File: src/rtl/aes_pkg.sv
// Shared AES types and constants for the MixColumns datapath.
package aes_pkg;

    localparam int NUM_COLS = 4;
    localparam int BYTE_W   = 8;

    localparam logic [BYTE_W-1:0] AES_POLY = 8'h1B;

    typedef logic [BYTE_W-1:0] byte_t;
    // Ascending range so element 0 is the most significant byte (a0).
    typedef byte_t [0:NUM_COLS-1] column_t;

    typedef enum logic [1:0] {
        IDLE,
        BUSY,
        DONE
    } fsm_state_t;

    localparam byte_t FWD_COEF [NUM_COLS] = '{8'h02, 8'h03, 8'h01, 8'h01};
    localparam byte_t INV_COEF [NUM_COLS] = '{8'h0E, 8'h0B, 8'h0D, 8'h09};

endpackage

File: src/rtl/gal8_mul.sv
// Combinational GF(2^8) multiplier, reduction polynomial x^8+x^4+x^3+x+1.
module gal8_mul
    import aes_pkg::*;
(
    input  logic [BYTE_W-1:0] a,
    input  logic [BYTE_W-1:0] b,
    output logic [BYTE_W-1:0] p
);

    byte_t acc;
    byte_t sh;

    always_comb begin
        acc = '0;
        sh  = a;
        for (int i = 0; i < BYTE_W; i++) begin
            if (b[i]) begin
                acc = acc ^ sh;
            end
            sh = {sh[BYTE_W-2:0], 1'b0} ^ (sh[BYTE_W-1] ? AES_POLY : 8'h00);
        end
        p = acc;
    end

endmodule

File: src/rtl/mix_columns_seq_col.sv
// Single-column (Inv)MixColumns transform: a 4x4 grid of GF(2^8) products.
module mix_column_col
    import aes_pkg::*;
(
    input  logic    inv,
    input  column_t col_in,
    output column_t col_out
);

    byte_t prod [NUM_COLS][NUM_COLS];

    // Row r uses coefficient k = (c - r) mod 4 for input byte c (circulant matrix).
    for (genvar r = 0; r < NUM_COLS; r++) begin : g_row
        for (genvar c = 0; c < NUM_COLS; c++) begin : g_col
            localparam int K = (c - r + NUM_COLS) % NUM_COLS;
            gal8_mul u_mul (
                .a (col_in[c]),
                .b (inv ? INV_COEF[K] : FWD_COEF[K]),
                .p (prod[r][c])
            );
        end
    end

    always_comb begin
        col_out = '0;
        for (int r = 0; r < NUM_COLS; r++) begin
            col_out[r] = prod[r][0] ^ prod[r][1] ^ prod[r][2] ^ prod[r][3];
        end
    end

endmodule

File: src/rtl/mix_columns_seq.sv
// Sequential AES MixColumns, one column per cycle, valid/ready on both sides.
// Define INV_MIX_COLUMNS_EN to add the inv port selecting InvMixColumns.
module mix_columns_seq
    import aes_pkg::*;
(
    input  logic         clk,
    input  logic         rst,
    input  logic         in_valid,
    output logic         in_ready,
    input  logic [127:0] state_in,
    output logic         out_valid,
    input  logic         out_ready,
    output logic [127:0] state_out
`ifdef INV_MIX_COLUMNS_EN
    ,
    input  logic         inv
`endif
);

    fsm_state_t   fsm_q, fsm_d;
    logic [1:0]   col_cnt_q, col_cnt_d;
    logic         in_ready_q, in_ready_d;
    logic         out_valid_q, out_valid_d;
    logic [127:0] state_q, state_d;
    logic [127:0] state_out_q, state_out_d;
    logic         inv_q;

`ifdef INV_MIX_COLUMNS_EN
    logic         inv_d;
`else
    assign inv_q = 1'b0;
`endif

    // Column c occupies bits [127-32c -: 32], i.e. its LSB sits at 32*(3-c).
    logic [6:0] col_lsb;
    column_t    cur_col;
    column_t    mixed_col;

    assign col_lsb = {~col_cnt_q, 5'd0};
    assign cur_col = state_q[col_lsb +: 32];

    mix_column_col u_col (
        .inv     (inv_q),
        .col_in  (cur_col),
        .col_out (mixed_col)
    );

    always_comb begin
        fsm_d       = fsm_q;
        col_cnt_d   = col_cnt_q;
        in_ready_d  = in_ready_q;
        out_valid_d = out_valid_q;
        state_d     = state_q;
        state_out_d = state_out_q;
`ifdef INV_MIX_COLUMNS_EN
        inv_d       = inv_q;
`endif
        case (fsm_q)
            IDLE: begin
                if (in_valid && in_ready_q) begin
                    state_d    = state_in;
                    col_cnt_d  = 2'd0;
                    in_ready_d = 1'b0;
                    fsm_d      = BUSY;
`ifdef INV_MIX_COLUMNS_EN
                    inv_d      = inv;
`endif
                end
            end
            BUSY: begin
                state_d[col_lsb +: 32] = mixed_col;
                col_cnt_d = col_cnt_q + 2'd1;
                if (col_cnt_q == 2'd3) begin
                    state_out_d = state_d;
                    out_valid_d = 1'b1;
                    fsm_d       = DONE;
                end
            end
            DONE: begin
                if (out_ready) begin
                    out_valid_d = 1'b0;
                    in_ready_d  = 1'b1;
                    fsm_d       = IDLE;
                end
            end
            default: begin
                fsm_d       = IDLE;
                in_ready_d  = 1'b1;
                out_valid_d = 1'b0;
            end
        endcase
    end

    always_ff @(posedge clk) begin
        if (rst) begin
            fsm_q       <= IDLE;
            col_cnt_q   <= 2'd0;
            in_ready_q  <= 1'b1;
            out_valid_q <= 1'b0;
            state_q     <= '0;
            state_out_q <= '0;
`ifdef INV_MIX_COLUMNS_EN
            inv_q       <= 1'b0;
`endif
        end else begin
            fsm_q       <= fsm_d;
            col_cnt_q   <= col_cnt_d;
            in_ready_q  <= in_ready_d;
            out_valid_q <= out_valid_d;
            state_q     <= state_d;
            state_out_q <= state_out_d;
`ifdef INV_MIX_COLUMNS_EN
            inv_q       <= inv_d;
`endif
        end
    end

    assign in_ready  = in_ready_q;
    assign out_valid = out_valid_q;
    assign state_out = state_out_q;

endmodule

File: config.mk
export PLATFORM = sky130hd
export DESIGN_NAME = mix_columns_seq
export DESIGN_NICKNAME = d
export VERILOG_FILES = /design/src/rtl/aes_pkg.sv /design/src/rtl/gal8_mul.sv /design/src/rtl/mix_columns_seq_col.sv /design/src/rtl/mix_columns_seq.sv
export SDC_FILE = /design/constraint.sdc
export NUM_CORES = 1
export LEC_CHECK = 0
export ABC_CLOCK_PERIOD_IN_PS = 2900
export CAP_MARGIN = 20
export CORE_AREA = 2 2 168 170
export DETAILED_ROUTE_END_ITERATION = 12
export DIE_AREA = 0 0 170 172
export PLACE_DENSITY = 0.79
export SYNTH_ARGS = -nofsm -noshare
export SYNTH_HDL_FRONTEND = slang
export SYNTH_SLANG_ARGS = --single-unit
export TNS_END_PERCENT = 10
File: constraint.sdc
create_clock -name clk -period 2.9 [get_ports clk]
set_input_delay 0.435 -clock clk [delete_from_list [all_inputs] [get_ports clk]]
set_output_delay 0.435 -clock clk [all_outputs]
set_load 0.1 [all_outputs]
* After elaboration in Yosys (flattened, before gate mapping)
Cells that the tools add are included.
** Storage, ports and cells
- Register bits after elaboration :: 262
- Output and inout bits :: 130
- Input port bits :: 132
** Operators by class
- Multiplexer cells :: 19
- Reduce and logical (&&, ||, !) cells :: 8
- Equal/unequal tests :: 6
- Add/sub/neg operators :: 2
- Shift-type cells :: 3
- Bitwise logic cells :: 23
** Operator list (count)
- $pmux W128 S2 :: 1
- $bwmux W128 :: 1
- $mux W128 :: 1
- $shift A32 B9 Y128 const A :: 1
- $shiftx A128 B8 Y32 :: 1
- $shiftx A32 B9 Y128 :: 1
- $xor A8 B8 Y8 :: 16
- $xor A8 B5 Y8 :: 4
- $mux W5 :: 4
- $neg A7 Y9 :: 1
- $reduce_and A3 Y1 :: 3
- $mux W2 :: 4
- $ne A2 B2 Y1 const B :: 3
- $pmux W1 S3 :: 2
- $pmux W2 S3 :: 1
- $eq A2 B2 Y1 const B :: 2
- $mux W1 :: 4
- $pmux W2 S2 :: 1
- $reduce_and A2 Y1 :: 2
- $add A2 B1 Y2 const B :: 1
- $eq A2 B1 Y1 const B :: 1
- $logic_not A2 Y1 :: 1
- $not A1 Y1 :: 2
- $not A2 Y2 :: 1
- 2 further kinds :: 2

* Depth between registers and ports, before layout
- Word-level depth :: 11
- Gate-level depth with buffers :: 11
- Mapped depth without buffers :: 7

* Cells and area by module
A second synthesis with hierarchy kept.
** Second synthesis, totals
- Cell total of the unflattened synthesis :: 4317
- Area total of the unflattened synthesis :: 33878.7 sq um
** Modules (own cells, without submodules)
- gal8_mul :: area each 1320.0 sq um, instances 16, sequential area each 0.0 sq um, cells each 177
- mix_columns_seq :: area each 11910.2 sq um, instances 1, sequential area each 5245.0 sq um, cells each 1387
- mix_column_col :: area each 848.3 sq um, instances 1, sequential area each 0.0 sq um, cells each 98

* Worst setup path before layout
No wires, ideal clock.
- Path kind :: reg2reg
- From :: register col_cnt_q[0]
- To :: register state_q[112]
- Clock period less this slack :: 2.623 ns
- Cell stages (with the launch flop) :: 11
- Slack :: 0.277 ns
- Arrival time :: 2.549 ns
- Cell sequence :: dfxtp_1 buf_4 buf_2 inv_1 ha_1 nor4_1 and2_1 buf_2 buf_2 a21oi_1 o21ai_0
** Between the ends
- Cells in the longest elaborated chain, start to end :: 11
** RTL lines
- from (decl) :: line mix_columns_seq.sv:21 : logic [1:0] col_cnt_q, col_cnt_d;
- from (signal assigned) :: line mix_columns_seq.sv:107 : col_cnt_q <= col_cnt_d;
- $not A2 Y2 * :: line mix_columns_seq.sv:39 : assign col_lsb = {~col_cnt_q, 5'd0};
- $shiftx A128 B8 Y32 :: line mix_columns_seq.sv:40 : assign cur_col = state_q[col_lsb +: 32];
- $mux W5 (on tied branches)
- $xor A8 B5 Y8 (on tied branches)
- $xor A8 B8 Y8
- $xor A8 B8 Y8 (3 in series) :: line mix_columns_seq_col.sv:27 : col_out[r] = prod[r][0] ^ prod[r][1] ^ prod[r][2] ^ prod[r][3];
- $shiftx A32 B9 Y128 :: line mix_columns_seq.sv:71 : state_d[col_lsb +: 32] = mixed_col;
- $bwmux W128 * :: line mix_columns_seq.sv:71
- $pmux W128 S2 * :: line mix_columns_seq.sv:58 : case (fsm_q)
- to (signal assigned) :: line mix_columns_seq.sv:110 : state_q <= state_d;
- to (decl) :: line mix_columns_seq.sv:24 : logic [127:0] state_q, state_d;
Mark *: on every way between the ends. The rest lies on a longest branch, timed or not.
A chain may end at the register's enable or synchronous reset.

* Final worst setup path
- From :: register col_cnt_q[1]
- To :: register state_out_q[3] (netlist: state_out[3])
** Between the ends
- Cells in the longest elaborated chain, start to end :: 10
** RTL lines
- $not A2 Y2 :: line mix_columns_seq.sv:39
- $shiftx A128 B8 Y32 :: line mix_columns_seq.sv:40
- $mux W5 (on tied branches)
- $xor A8 B5 Y8 (on tied branches)
- $xor A8 B8 Y8
- $xor A8 B8 Y8 (3 in series) :: line mix_columns_seq_col.sv:27
- $shiftx A32 B9 Y128 :: line mix_columns_seq.sv:71
- $bwmux W128 :: line mix_columns_seq.sv:71
- to (signal assigned) :: line mix_columns_seq.sv:111 : state_out_q <= state_out_d;
- to (decl) :: line mix_columns_seq.sv:25 : logic [127:0] state_out_q, state_out_d;
Several ways; a longest one is shown, not always the timed one.

==> summary.txt <==
Antenna violations before repair - 2
Post-DP HPWL - 38300 um
Tot Pwr - 0.0130 W
Cell count after synthesis - 1560
Sw frac - 0.367
Hold_ws - 0.479 ns
Syn Std Cell Area - 13500 um^2
Nets - 1911
Total of max-cap violations - 0
Hold_sp - rst
Unrepaired setup endpoints after global routing - false
Clk pwr share - 0.303
Initial DRC count - 2003
Core Box Area - 27500 um^2
Sink of the worst hold path - state_out[74]$_SDFFE_PP0P_
R2R Path End - state_out[3]$_SDFFE_PP0P_
Max H-tree Level - 1
Total number of vias - 13.7k
Layout area overhead - 28.8%
IO buf count - 261
CP Data Arrival Time - 3.25 ns
Synth Net Count - 1697
Clock sinks - 262
Vias in the first global route - 12.8k
Status - complete, no violations
Most frequent cells in the layout - dfxtp_1 (260), nor2_1 (205), a21oi_1 (196)
WL per Instance - 25.0 um
Synth cell types - 43
Post-DRT Antenna Nets - 0
Largest net degree at the start of global routing - 80
Max Root-Sink Buffers - 3
Pleak - 7.27 nW
Die Y - 172 um
Layout cells sized above 1 - 0.183
Register Area - 5250 um^2
Slew HR - 0.442
Gpl congestion - 1.05
Part of the power in registers - 0.328
Ys flop type - dfxtp_1
Sequential fraction of the synthesis area - 0.389
CP required - 3.32 ns
Count of final setup violators - 0
Reg2reg path depth - 6
TritonCTS clock tree - done
Cell Rows - 61
Yosys warns - 0
Drt pass-1 iters - 6
Critical path class - reg -> reg
Fin. Hold Viols - 0
Die area - 29200 um^2
Die Width - 170 um
Total Wirelength - 53500 um
Setup crit end kind - register
Total CTS buffers - 29
Drt drc - 0
First-pass GRT wire length - 79700 um
Comb power frac - 0.369
Global-route usage over all layers - 0.361
EDFF count, synth - 0
TNS Setup - 0 ns
Clock Latency Late Sink - 0.57 ns
P_int - 0.00825 W
Post CTS Setup Buffer Count - 0
Fill cells - 2284
Flops & latches, synth - 262
Routed vias/inst - 6.40
Multi-input logic area - 7700 um^2
Sw power - 0.00479 W
Asr flop ratio synth - 0
FMAX - 0.353 GHz
Final period util - 0.976
Hold Path Cell Cnt - 3
Worst hold path class - in -> reg
Fin crit period - 2.83 ns
Maximum vdd drop - 0.495 mV
Worst Max-Slew Pin Slew - 0.836 ns
Critical R2R Launch - col_cnt_q[1]$_SDFFE_PP0P_
Reg2reg setup slack - 0.07 ns
Most common cell after layout, fill and taps aside - dfxtp_1
Critical Path Source Type - register
Root Buffer - clkbuf_16
I/O pins - 262
Final slew viol count - 0
Starting Density - 0.491
Clock Skew - 0.0228 ns
CP Max Fanout - 18
Total gr overflow - 0
Pwr dens - 751 nW/um^2
Mean Syn Cell Area - 8.65 um^2
Clock slew at reported path FFs - 0.06 ns
==> worst max path at each step <==
stage	from	endpoint	slack (ns)	cells after the start
after global placement	col_cnt_q[1]$_SDFFE_PP0P_	state_out[25]$_SDFFE_PP0P_	0.10	6
after global routing	col_cnt_q[1]$_SDFFE_PP0P_	state_out[13]$_SDFFE_PP0P_	0.008	6
after floorplan	col_cnt_q[0]$_SDFFE_PP0P_	state_q[112]$_SDFFE_PP0P_	0.28	10
final	col_cnt_q[1]$_SDFFE_PP0P_	state_out[3]$_SDFFE_PP0P_	0.07	6
after detailed placement	col_cnt_q[1]$_SDFFE_PP0P_	state_out[19]$_SDFFE_PP0P_	0.1	6
after CTS	col_cnt_q[1]$_SDFFE_PP0P_	state_out[19]$_SDFFE_PP0P_	0.05	6
==> kinds of logic (layout without fill, tap and decap cells) <==
kind of cell	count (synthesis)	in the layout	share of synthesized area
other cells	0	1	0
buf+inv	150	386	0.0456
compound gates	544	544	0.240
mux	33	33	0.0543
simple gates	494	494	0.164
fa+ha+maj	5	5	0.00464
xor+xnor	72	72	0.103
flops	262	262	0.389
==> sequential cells by signal (all words and copies together), names as in the netlist <==
signal / flops
state_out: 128
state_q: 128
col_cnt_q: 2
fsm_q: 2
in_ready: 1
out_valid: 1
==> synthesized netlist by cell type, types with 8 or more instances <==
cell type | count | area, um^2
nor3_1 | 46 | 230
xnor3_1 | 36 | 811
o21ai_1 | 38 | 190
nor2_1 | 207 | 777
a221oi_2 | 14 | 210
o211ai_1 | 20 | 150
a221oi_1 | 70 | 613
xor2_1 | 12 | 105
o21ai_0 | 179 | 896
clkbuf_1 | 121 | 454
o31ai_1 | 11 | 82.6
mux4_2 | 32 | 721
buf_1 | 8 | 30.0
nand2_1 | 124 | 465
a22oi_1 | 9 | 67.6
buf_2 | 9 | 45.0
a21oi_1 | 196 | 981
and3_1 | 96 | 601
dfxtp_1 | 262 | 5250
xnor2_2 | 8 | 130
==> stage by stage <==
| step | instances | utilization | area [um^2] | setup WS [ns] |
|---|---|---|---|---|
| final | 2143 | 0.632 | 17400 | 0.0709 |
| after floorplan | 1560 | - | 13500 | 0.277 |
| after CTS | 2142 | 0.631 | 17300 | 0.0498 |
| after detailed placement | 2089 | 0.594 | 16300 | 0.0987 |
| after global placement | 2089 | 0.594 | 16300 | 0.104 |
| after global routing | 2142 | 0.632 | 17400 | 0.00766 |
==> power by group through the flow <==
stage	sequential, W	clock [W]	combinational [W]
after CTS	0.00424	0.00395	0.00463
after detailed placement	0.00432	0	0.00459
after floorplan	0.00412	0	0.00291
after global routing	0.00428	0.00408	0.00495
after global placement	0.00431	0	0.00453
final	0.00428	0.00395	0.00481
==> worst max-delay path, stage by stage (launching register included) <==
cell and delay [ns]:
dfxtp_2 0.43, buf_12 0.22, mux4_2 0.63, xnor3_1 0.51, xnor3_1 0.42, a211oi_1 0.39
nor3_1 0.08
==> per-layer routing <==
| layer | wire length (um) | vias to the layer above | global-route usage |
|---|---|---|---|
| met2 | 22300 | 960 | 0.530 |
| met5 | 11 | - | 0 |
| met1 | 22000 | 6549 | 0.520 |
| met4 | 2400 | 2 | 0.149 |
| met3 | 6840 | 123 | 0.0698 |
| li1 | - | 6072 | - |
==> final cells by class <==
class	instances	share of cell area
Sequential cell	262	0.302
Tap cell	346	0.0249
Inverter	6	0.00130
Multi-Input combinational cell	1148	0.443
Clock buffer	42	0.0504
Antenna cell	1	0.000144
Clock inverter	11	0.00829
Timing Repair Buffer	327	0.169
==> repair_timing <==
action                     CTS  global route
hold buffers                 0             0
setup endpoints to repair    0            11
resized for setup            0             6
Note: power is estimated with default switching activity, not from simulation.
